**src/rtl/uart_pkg.sv**
```systemverilog
// Shared definitions for the UART core: FSM state encoding, parity modes and a parity helper.
package uart_pkg;

    typedef enum logic [2:0] {
        ST_IDLE,
        ST_START,
        ST_DATA,
        ST_PARITY,
        ST_STOP
    } uart_state_e;

    localparam int PARITY_NONE = 0;
    localparam int PARITY_ODD  = 1;
    localparam int PARITY_EVEN = 2;

    // Parity bit that makes the low nbits of word plus the bit itself odd/even.
    function automatic logic parity_bit(input logic [7:0] word, input int nbits, input int mode);
        logic x;
        x = 1'b0;
        for (int i = 0; i < 8; i++) begin
            if (i < nbits) x ^= word[i];
        end
        return (mode == PARITY_ODD) ? ~x : x;
    endfunction

endpackage

```
**src/rtl/uart_fifo_core_sync_fifo.sv**
```systemverilog
// Synchronous FIFO with extra pointer MSB to tell full from empty; read data reads 0 when empty.
module sync_fifo #(
    parameter int WIDTH = 8,
    parameter int DEPTH = 16
) (
    input  logic             CLK,
    input  logic             RST,
    input  logic             wr_en_i,
    input  logic [WIDTH-1:0] wr_data_i,
    input  logic             rd_en_i,
    output logic [WIDTH-1:0] rd_data_o,
    output logic             full_o,
    output logic             empty_o
);
    localparam int AW = $clog2(DEPTH);

    logic [WIDTH-1:0] mem_q [DEPTH];
    logic [AW:0]      wr_ptr_q, wr_ptr_d;
    logic [AW:0]      rd_ptr_q, rd_ptr_d;
    logic             do_push, do_pop;

    assign empty_o = (wr_ptr_q == rd_ptr_q);
    assign full_o  = (wr_ptr_q[AW] != rd_ptr_q[AW]) && (wr_ptr_q[AW-1:0] == rd_ptr_q[AW-1:0]);
    assign do_pop  = rd_en_i && !empty_o;
    // A pop in the same cycle frees the slot, so a full FIFO still accepts the write.
    assign do_push = wr_en_i && (!full_o || do_pop);

    always_comb begin
        wr_ptr_d = wr_ptr_q;
        rd_ptr_d = rd_ptr_q;
        if (do_push) wr_ptr_d = wr_ptr_q + 1'b1;
        if (do_pop)  rd_ptr_d = rd_ptr_q + 1'b1;
    end

    always_ff @(posedge CLK) begin
        if (RST) begin
            wr_ptr_q <= '0;
            rd_ptr_q <= '0;
        end else begin
            wr_ptr_q <= wr_ptr_d;
            rd_ptr_q <= rd_ptr_d;
        end
    end

    // NOTE: storage is not reset; the pointers alone define what is valid.
    always_ff @(posedge CLK) begin
        if (do_push) mem_q[wr_ptr_q[AW-1:0]] <= wr_data_i;
    end

    assign rd_data_o = empty_o ? '0 : mem_q[rd_ptr_q[AW-1:0]];

endmodule

```
**src/rtl/uart_fifo_core.sv**
```systemverilog
// UART with RX/TX shifters and FIFOs behind valid/ready streams.
// Define UART_ECHO_EN to loop every accepted RX byte back into the TX FIFO.
module uart_fifo_core
    import uart_pkg::*;
#(
    parameter int CLKS_PER_BIT = 434,
    parameter int DATA_BITS    = 8,
    parameter int PARITY       = 0,
    parameter int RX_DEPTH     = 16,
    parameter int TX_DEPTH     = 16
) (
    input  logic                 CLK,
    input  logic                 RST,
    input  logic                 RXD,
    output logic                 TXD,
    input  logic [DATA_BITS-1:0] tx_data,
    input  logic                 tx_valid,
    output logic                 tx_ready,
    output logic [DATA_BITS-1:0] rx_data,
    output logic                 rx_valid,
    input  logic                 rx_ready,
    output logic                 rx_overrun,
    output logic                 rx_err,
    output logic                 tx_busy
);
    localparam int              CNT_W     = $clog2(CLKS_PER_BIT);
    localparam logic [CNT_W-1:0] BIT_LAST  = CNT_W'(CLKS_PER_BIT - 1);
    localparam logic [CNT_W-1:0] HALF_LAST = CNT_W'(CLKS_PER_BIT / 2 - 1);
    localparam logic [2:0]       DATA_LAST = 3'(DATA_BITS - 1);
    localparam logic             PAR_EN    = (PARITY != PARITY_NONE);

    logic rxd_meta_q, rxd_sync_q;

    uart_state_e          rx_state_q, rx_state_d;
    logic [CNT_W-1:0]     rx_cnt_q, rx_cnt_d;
    logic [2:0]           rx_idx_q, rx_idx_d;
    logic [DATA_BITS-1:0] rx_shift_q, rx_shift_d;
    logic                 rx_par_ok_q, rx_par_ok_d;
    logic                 rx_done, rx_frame_ok, rx_push, rx_pop, rx_full, rx_empty;
    logic                 rx_err_q, rx_ovr_q;

    uart_state_e          tx_state_q, tx_state_d;
    logic [CNT_W-1:0]     tx_cnt_q, tx_cnt_d;
    logic [2:0]           tx_idx_q, tx_idx_d;
    logic [DATA_BITS-1:0] tx_shift_q, tx_shift_d;
    logic                 tx_par_q, tx_par_d;
    logic                 txd_q, txd_d;
    logic                 tx_load, tx_pop, tx_wr, tx_full, tx_empty;
    logic [DATA_BITS-1:0] tx_wdata, tx_head;

    always_ff @(posedge CLK) begin
        if (RST) begin
            rxd_meta_q <= 1'b1;
            rxd_sync_q <= 1'b1;
        end else begin
            rxd_meta_q <= RXD;
            rxd_sync_q <= rxd_meta_q;
        end
    end

    // RX: START samples mid-bit, every later sample is one bit period on.
    always_comb begin
        rx_state_d  = rx_state_q;
        rx_cnt_d    = rx_cnt_q;
        rx_idx_d    = rx_idx_q;
        rx_shift_d  = rx_shift_q;
        rx_par_ok_d = rx_par_ok_q;
        rx_done     = 1'b0;
        rx_frame_ok = 1'b0;
        case (rx_state_q)
            ST_IDLE: begin
                rx_cnt_d = '0;
                if (!rxd_sync_q) rx_state_d = ST_START;
            end
            ST_START: begin
                if (rx_cnt_q == HALF_LAST) begin
                    rx_cnt_d    = '0;
                    rx_idx_d    = '0;
                    rx_par_ok_d = 1'b1;
                    rx_state_d  = rxd_sync_q ? ST_IDLE : ST_DATA;
                end else begin
                    rx_cnt_d = rx_cnt_q + 1'b1;
                end
            end
            ST_DATA: begin
                if (rx_cnt_q == BIT_LAST) begin
                    rx_cnt_d   = '0;
                    rx_shift_d = {rxd_sync_q, rx_shift_q[DATA_BITS-1:1]};
                    if (rx_idx_q == DATA_LAST) rx_state_d = PAR_EN ? ST_PARITY : ST_STOP;
                    else                       rx_idx_d   = rx_idx_q + 1'b1;
                end else begin
                    rx_cnt_d = rx_cnt_q + 1'b1;
                end
            end
            ST_PARITY: begin
                if (rx_cnt_q == BIT_LAST) begin
                    rx_cnt_d    = '0;
                    rx_par_ok_d = (rxd_sync_q == parity_bit(8'(rx_shift_q), DATA_BITS, PARITY));
                    rx_state_d  = ST_STOP;
                end else begin
                    rx_cnt_d = rx_cnt_q + 1'b1;
                end
            end
            ST_STOP: begin
                if (rx_cnt_q == BIT_LAST) begin
                    rx_cnt_d    = '0;
                    rx_done     = 1'b1;
                    rx_frame_ok = rxd_sync_q && rx_par_ok_q;
                    rx_state_d  = ST_IDLE;
                end else begin
                    rx_cnt_d = rx_cnt_q + 1'b1;
                end
            end
            default: rx_state_d = ST_IDLE;
        endcase
    end

    always_ff @(posedge CLK) begin
        if (RST) begin
            rx_state_q  <= ST_IDLE;
            rx_cnt_q    <= '0;
            rx_idx_q    <= '0;
            rx_shift_q  <= '0;
            rx_par_ok_q <= 1'b1;
            rx_err_q    <= 1'b0;
            rx_ovr_q    <= 1'b0;
        end else begin
            rx_state_q  <= rx_state_d;
            rx_cnt_q    <= rx_cnt_d;
            rx_idx_q    <= rx_idx_d;
            rx_shift_q  <= rx_shift_d;
            rx_par_ok_q <= rx_par_ok_d;
            rx_err_q    <= rx_done && !rx_frame_ok;
            rx_ovr_q    <= rx_done && rx_frame_ok && rx_full && !rx_pop;
        end
    end

    assign rx_pop     = rx_valid && rx_ready;
    assign rx_push    = rx_done && rx_frame_ok && (!rx_full || rx_pop);
    assign rx_valid   = !rx_empty;
    assign rx_err     = rx_err_q;
    assign rx_overrun = rx_ovr_q;

    sync_fifo #(.WIDTH(DATA_BITS), .DEPTH(RX_DEPTH)) u_rx_fifo (
        .CLK      (CLK),
        .RST      (RST),
        .wr_en_i  (rx_push),
        .wr_data_i(rx_shift_q),
        .rd_en_i  (rx_pop),
        .rd_data_o(rx_data),
        .full_o   (rx_full),
        .empty_o  (rx_empty)
    );

`ifdef UART_ECHO_EN
    assign tx_ready = !tx_full && !rx_push;
    assign tx_wr    = rx_push || (tx_valid && tx_ready);
    assign tx_wdata = rx_push ? rx_shift_q : tx_data;
`else
    assign tx_ready = !tx_full;
    assign tx_wr    = tx_valid && tx_ready;
    assign tx_wdata = tx_data;
`endif

    sync_fifo #(.WIDTH(DATA_BITS), .DEPTH(TX_DEPTH)) u_tx_fifo (
        .CLK      (CLK),
        .RST      (RST),
        .wr_en_i  (tx_wr),
        .wr_data_i(tx_wdata),
        .rd_en_i  (tx_pop),
        .rd_data_o(tx_head),
        .full_o   (tx_full),
        .empty_o  (tx_empty)
    );

    // TX: txd is registered; loading straight out of STOP gives back-to-back frames.
    always_comb begin
        tx_state_d = tx_state_q;
        tx_cnt_d   = tx_cnt_q;
        tx_idx_d   = tx_idx_q;
        tx_shift_d = tx_shift_q;
        tx_par_d   = tx_par_q;
        txd_d      = txd_q;
        tx_load    = 1'b0;
        tx_pop     = 1'b0;
        case (tx_state_q)
            ST_IDLE: begin
                txd_d   = 1'b1;
                tx_load = !tx_empty;
            end
            ST_START: begin
                if (tx_cnt_q == BIT_LAST) begin
                    tx_cnt_d   = '0;
                    tx_idx_d   = '0;
                    tx_state_d = ST_DATA;
                    txd_d      = tx_shift_q[0];
                end else begin
                    tx_cnt_d = tx_cnt_q + 1'b1;
                end
            end
            ST_DATA: begin
                if (tx_cnt_q == BIT_LAST) begin
                    tx_cnt_d = '0;
                    if (tx_idx_q == DATA_LAST) begin
                        tx_state_d = PAR_EN ? ST_PARITY : ST_STOP;
                        txd_d      = PAR_EN ? tx_par_q : 1'b1;
                    end else begin
                        tx_idx_d   = tx_idx_q + 1'b1;
                        tx_shift_d = tx_shift_q >> 1;
                        txd_d      = tx_shift_q[1];
                    end
                end else begin
                    tx_cnt_d = tx_cnt_q + 1'b1;
                end
            end
            ST_PARITY: begin
                if (tx_cnt_q == BIT_LAST) begin
                    tx_cnt_d   = '0;
                    tx_state_d = ST_STOP;
                    txd_d      = 1'b1;
                end else begin
                    tx_cnt_d = tx_cnt_q + 1'b1;
                end
            end
            ST_STOP: begin
                if (tx_cnt_q == BIT_LAST) begin
                    tx_cnt_d   = '0;
                    tx_state_d = ST_IDLE;
                    tx_load    = !tx_empty;
                end else begin
                    tx_cnt_d = tx_cnt_q + 1'b1;
                end
            end
            default: tx_state_d = ST_IDLE;
        endcase
        if (tx_load) begin
            tx_pop     = 1'b1;
            tx_shift_d = tx_head;
            tx_par_d   = parity_bit(8'(tx_head), DATA_BITS, PARITY);
            tx_cnt_d   = '0;
            tx_state_d = ST_START;
            txd_d      = 1'b0;
        end
    end

    // NOTE: sequential state uses <= only, so every register sees pre-edge values.
    always_ff @(posedge CLK) begin
        if (RST) begin
            tx_state_q <= ST_IDLE;
            tx_cnt_q   <= '0;
            tx_idx_q   <= '0;
            tx_shift_q <= '0;
            tx_par_q   <= 1'b0;
            txd_q      <= 1'b1;
        end else begin
            tx_state_q <= tx_state_d;
            tx_cnt_q   <= tx_cnt_d;
            tx_idx_q   <= tx_idx_d;
            tx_shift_q <= tx_shift_d;
            tx_par_q   <= tx_par_d;
            txd_q      <= txd_d;
        end
    end

    assign TXD     = txd_q;
    assign tx_busy = (tx_state_q != ST_IDLE) || !tx_empty;

endmodule

```
**config.mk**
```make
export PLATFORM = sky130hd
export DESIGN_NAME = uart_fifo_core
export DESIGN_NICKNAME = d
export VERILOG_FILES = /design/src/rtl/uart_pkg.sv /design/src/rtl/uart_fifo_core_sync_fifo.sv /design/src/rtl/uart_fifo_core.sv
export SDC_FILE = /design/constraint.sdc
export NUM_CORES = 1
export LEC_CHECK = 0
export BUFFER_PORTS_ARGS = -buffer_cell sky130_fd_sc_hd__buf_2
export CAP_MARGIN = 20
export CORE_UTILIZATION = 55
export DETAILED_ROUTE_END_ITERATION = 12
export GPL_TIMING_DRIVEN = 0
export PLACE_DENSITY = 0.71
export SLEW_MARGIN = 20
export SYNTH_ARGS = -nofsm -noshare
export SYNTH_HDL_FRONTEND = slang
export SYNTH_SLANG_ARGS = --single-unit
```
**constraint.sdc**
```tcl
create_clock -name CLK -period 3.2 [get_ports CLK]
set_input_delay 0.16 -clock CLK [delete_from_list [all_inputs] [get_ports CLK]]
set_output_delay 0.16 -clock CLK [all_outputs]
set_load 0.01 [all_outputs]
```
# After elaboration in Yosys (flattened, before gate mapping)
# Memories as Yosys holds them, arrays and structs flattened. A register that Yosys moved wholly into a read port is not among the register bits.
# Index checks and enable logic that the tools add are counted.
# totals
register_bits,72
ramBits,256
inputBits,13
out_inout_bits,14
elab_cells,195
n_memories,2
# mem_list
name,words,width,rd,rd_ports_with_merged_regs,write_ports,line_no,text
u_rx_fifo.mem_q,16,8,1,1,1,uart_fifo_core_sync_fifo.sv:17,logic [WIDTH-1:0] mem_q [DEPTH];
u_tx_fifo.mem_q,16,8,1,1,1,uart_fifo_core_sync_fifo.sv:17,
# op_classes
add_sub_neg,8
eq_ne,40
n_mux,72
bitwise,8
reduce_logical,46
# op_table
cell,count
3-bit 2-to-1 mux,16
8-bit 2-to-1 mux,6
1-bit 2-to-1 mux,34
2-bit inequality test (second input constant),15
3-bit one-hot mux with 5 select lines,2
9-bit 2-to-1 mux,3
9-bit one-hot mux with 3 select lines,1
5-bit by 1-bit adder with 5-bit output (second input constant),4
9-bit by 1-bit adder with 9-bit output (second input constant),2
9-bit equality test (second input constant),2
6-bit AND reduction,3
4-bit 2-to-1 mux,4
3-bit inequality test (second input constant),5
1-bit logical AND,14
3-bit by 2-bit equality test with 1-bit output (second input constant),4
3-bit equality test (second input constant),4
3-bit one-hot mux with 2 select lines,2
4-bit AND reduction,3
5-bit equality test,2
2-bit nonzero test,5
9-bit by 8-bit equality test with 1-bit output (second input constant),1
4-bit equality test,2
1-bit bitwise XOR,7
3-bit by 1-bit adder with 3-bit output (second input constant),2
other kinds (17),31

# Depth between registers and ports, before layout
# depth
word_depth,27
depth_mapped,8
ltp_nobuf,7

# Hierarchy
# A second synthesis with hierarchy kept.
# unflattened
hier_cells,959
area_unflattened_um2,14305.0
# by_module_without_submodules
module,instances,cells_per_inst,area_each_um2,seq_area_each_um2
sync_fifo,2,322,5793.1,4124.0
uart_fifo_core,1,315,2718.9,1041.0

# Worst setup path before layout
# Ideal clock, no wire load.
# synth_path
path_kind,flip-flop to flip-flop
startpoint,reg rx_cnt_q[0]
endpoint,mem u_rx_fifo.mem_q[0][0] (enable)
setup_time_ns,0.383
arrival_ns,1.920
required_ns,2.817
setup_slack_ns,0.897
stages_incl_launch_ff,7
path_buffers,0
synth_period_minus_slack_ns,2.303
cell_sequence,dfxtp_1 ha_1 and4b_1 and2_1 o211a_1 nand2_1 nor3_1
# synth_between
elab_chain_len,8
word_cells_on_any_way,10
classes_between,eq/ne: 1; mux: 6; reduce/logical: 3
# synth_rtl
item,line_no,text
start: declaration,uart_fifo_core.sv:35,"logic [CNT_W-1:0] rx_cnt_q, rx_cnt_d;"
start signal: assignment,uart_fifo_core.sv:129,rx_cnt_q <= rx_cnt_d;
9-bit equality test *,uart_fifo_core.sv:105,if (rx_cnt_q == BIT_LAST) begin
1-bit 2-to-1 mux,uart_fifo_core.sv:105,
1-bit 2-to-1 mux,uart_fifo_core.sv:70,case (rx_state_q)
1-bit logical AND * (2 in series),uart_fifo_core.sv:139,assign rx_push = rx_done && rx_frame_ok && (!rx_full || rx_pop);
1-bit logical AND *,uart_fifo_core_sync_fifo.sv:26,assign do_push = wr_en_i && (!full_o || do_pop);
1-bit 2-to-1 mux *,uart_fifo_core_sync_fifo.sv:47,if (do_push) mem_q[wr_ptr_q[AW-1:0]] <= wr_data_i;
1-bit 2-to-1 mux (not written as such) *,uart_fifo_core_sync_fifo.sv:47,
end: declaration,uart_fifo_core_sync_fifo.sv:17,
# Every way passes the cells marked *; elsewhere a longest branch is shown, timed or not.

==> flow_summary.toml <==
[status]
status = "completed"

[die]
die_x_um = 161
initial_core_util_pct = 56.5
rows = 57
core_area_mm2 = 0.0245
die_area_mm2 = 0.0258
die_h_um = 161
num_io_pins = 27

[global_route]
antenna_found_initial = 0
grt_pass1_wl_um = 41800
grt_overflow = 0
grt_use_total_pct = 21.5
grt_max_degree = 20
grt_pass1_vias = 7358

[route]
vias = 7533
drt_first_pass_iters = 5
detail-route-antenna-nets = 0
vias_per_cell = 5.89
drc = 0
drt-met1-wl_um = 12000
route.met2.wl_um = 12500
highest_layer = "met4"
drt_iter0_markers = 669
routed_wl_um = 26700
wl_met3_um = 1690
wl_per_cell_um = 20.9

[min_path]
hold_path_end = "u_tx_fifo.mem_q[12][1]"
hold_path_class = "input pin to flip-flop"
worstHoldStart = "tx_data[1]"
worstHoldPathCells = 1

[power]
internal_power_w = 0.00763
p_leak_nw = 5.07
totalPowerFinal_w = 0.00993
powerDensity_mw_per_mm2 = 639
switchingPower_w = 0.00229
pwr-share-comb_pct = 10.7
clockPowerShare_pct = 40.6
seqPwrFrac_pct = 48.8
swShare_pct = 23.1
ir_drop_mv = 0.523

[clock_network]
cts_setup_buffers = 0
cts_buffer_depth = 3
cts_root_buf = "clkbuf_16"
cts_max_level = 2
insertion_delay_ns = 0.52
cts_tree = "done"
numCtsBuffers = 36
clk_pin_slew_ns = 0.06
cts_num_sinks = 336

[setup_path]
worstReg2RegStart = "rx_state_q[0]"
crit_path_end_kind = "output pin"
crit_type = "flip-flop to output pin"
worst_path_largest_cell_delay_ns = 0.59
critPathRequiredTime_ns = 3.04
start_kind = "flip-flop"
cp.arrival_ns = 2.87
crit_top_cell = "mux4_2"
crit_chain = "clkbuf_1, clkbuf_4, mux4_2, mux4_2, nor2b_1, buf_2"
rrSetupSlack_ns = 0.41
rr_endpoint = "u_rx_fifo.mem_q[11][1]"
path_max_fanout = 10
slowest_stage = "mux4_2"
ff2ff_path_depth = 5

[timing]
fmax_ghz = 0.330
slew-limit-headroom_pct = 32.9
worst_slew_pin_slew_ns = 1.01
slew_violations = 0
setup_viol = 0
finalCritPeriodShare_pct = 94.8
skew_ns = 0.0204
final-hold-violation-count = 0
rsz0062_at_grt = "false"
post-route-min-period_ns = 3.03
fin_setup_tns_ns = 0

[synth]
synth-simple-area-share_pct = 7.87
synth_nets = 895
synth_edf_count = 256
ys_types = 60
synth_compound_area_share_pct = 4.58
synth_xor_area_share_pct = 2.72
yosys.area_share.adder_pct = 1.72
synth_top_area_share_pct = 55.6
syn_area_mm2 = 0.0138
syn-mean-instance-area_um2 = 16.0
synth_area_leaders = "edfxtp_1, mux4_2, dfxtp_1, nor2_1, ha_1"
synthFlopType = "edfxtp_1"
synth_top_family_by_area = "multiplexers"
yosysTopAreaCell = "edfxtp_1"
ys_ff_latch = 336
yosysWarnings = 0
muxShareOfSynthArea_pct = 14.0
async_flop_share_pct = 0
netlist_instances = 863
ys_seq_area_share_pct = 67.2

[cells_and_area]
drive_above_1_share_pct = 20.2
layout.nets = 960
num_antenna_cells = 0
areaGrowthSynthToFinish_pct = 12.4

[placement]
dp_hpwl_um = 17700
port_buffers = 26
globalplace.congestion = 0.783

[job]
cap_viol_max_count = 0
worst max-delay path by stage:
stage	endpoint	slack, ns	startpoint
final	rx_data[3]	0.17	flip-flop
after global routing	rx_data[3]	0.007	flip-flop
after CTS	rx_data[3]	0.03	flip-flop
after detailed placement	u_rx_fifo.mem_q[8][0]	0.44	rx_state_q[0]
after global placement	u_rx_fifo.mem_q[0][0]	0.06	rx_state_q[0]
after floorplan	u_rx_fifo.mem_q[0][0]	0.90	rx_cnt_q[0]
final cells by class:
class | count | area [um^2]
inverters | 16 | 60.1
repair buffers | 27 | 140
well taps | 324 | 405
plain buffers | 43 | 211
clock inverters | 17 | 198
multi-input cells | 468 | 4290
flip-flops and latches | 336 | 9290
fillers | 1722 | 8920
clock buffers | 47 | 942
metrics by stage:
step | area [um^2] | hold slack (ns) | utilization (%) | worst slack, ns | cells
2_1_floorplan | 13800 | 0.259 | - | 0.897 | 863
3_3_place_gp | 14400 | 0.351 | 58.7 | 0.0589 | 1213
3_5_place_dp | 14400 | 0.351 | 58.8 | 0.440 | 1213
4_1_cts | 15500 | 0.00206 | 63.5 | 0.0259 | 1278
5_1_grt | 15500 | 0.0197 | 63.5 | 0.00672 | 1278
6_report | 15500 | 0.0257 | 63.5 | 0.166 | 1278
logic make-up (layout without fill, tap and decap cells):
group | after synthesis | count (layout)
compound gates | 94 | 94
xor+xnor | 43 | 43
fa+ha+maj | 19 | 19
buf+inv | 59 | 150
flops | 336 | 336
mux | 102 | 102
simple gates | 210 | 210
cell usage in the layout, fill, tap and decap left out, types with 4 or more instances in the layout:
cell type    n
edfxtp_1   256
dfxtp_1     80
mux4_2      72
nor2_1      70
buf_2       37
clkbuf_16   36
clkbuf_1    33
nand2_1     32
a21oi_1     26
xnor2_1     25
o21ai_0     22
mux2i_1     21
ha_1        19
xor2_1      18
nor2b_1     18
inv_1       16
and3_1      15
nand3_1     13
nor3_1      12
a211oi_1    12
nand4_1      8
mux2_2       8
a31oi_1      7
nor3_2       6
or3_1        6
a211oi_2     6
clkinv_2     6
nand2b_1     5
buf_1        4
and4_1       4
bufinv_16    4
clkinv_1     4
cells in the mapped netlist (all sizes together) (2+ instances only):
cell and number:
a211oi 18, inv 16, edfxtp 256, xor2 18
nand3 13, nor3b 3, ha 19, mux4 72
nor3 18, o221ai 2, a22o 2, or2 4
and4 5, clkbuf 23, o211ai 3, nand2b 5
xnor2 25, o21ai 23, o311ai 2, o21a 2
o22ai 2, nand4 8, a31oi 7, and2 2
dfxtp 80, buf 20, mux2i 21, and3 15
nand2 32, nor2b 18, nand3b 2, nor4b 3
mux2 9, a21oi 26, nor2 71, or3 6
a311oi 2
what timing repair did:
action | 4_1_cts | 5_1_grt
endpoints found under the hold margin | 1 | 0
resized for setup | 0 | 4
endpoints found under the setup margin | 0 | 8
hold buffers | 1 | 0
metal layers:
| layer | GRT usage, % | vias to the layer above |
|---|---|---|
| met5 | 0 | - |
| met2 | 33.5 | 229 |
| met4 | 5.97 | 0 |
| li1 | - | 3489 |
| met3 | 3.64 | 42 |
| met1 | 31.5 | 3773 |
sequential cells by signal (all words and copies together) (netlist names), named ones only:
signal / count
u_rx_fifo.wr_ptr_q: 5
rx_idx_q: 3
tx_cnt_q: 9
u_rx_fifo.mem_q: 128
rxd_meta_q: 1
rx_state_q: 3
rx_cnt_q: 9
tx_idx_q: 3
rx_par_ok_q: 1
TXD: 1
tx_shift_q: 8
rx_shift_q: 8
u_rx_fifo.rd_ptr_q: 5
rxd_sync_q: 1
rx_err: 1
rx_overrun: 1
u_tx_fifo.mem_q: 128
u_tx_fifo.rd_ptr_q: 5
tx_state_q: 3
u_tx_fifo.wr_ptr_q: 5
power groups by stage:
stage	sequential [W]	clock, W	combinational (W)
2_1_floorplan	0.00492	0	0.000790
6_report	0.00484	0.00403	0.00106
3_3_place_gp	0.00493	0	0.00105
5_1_grt	0.00485	0.00425	0.00116
3_5_place_dp	0.00493	0	0.00106
4_1_cts	0.00484	0.00408	0.00106
worst max-delay path: cells and delay by family, from the launching register on:
kind	cells	cell delay [ns]
buffers and inverters	3	0.87
DFF	1	0.30
muxes	2	1.06
and+or+nand+nor	1	0.14
Note: power is estimated with default switching activity, not from simulation.
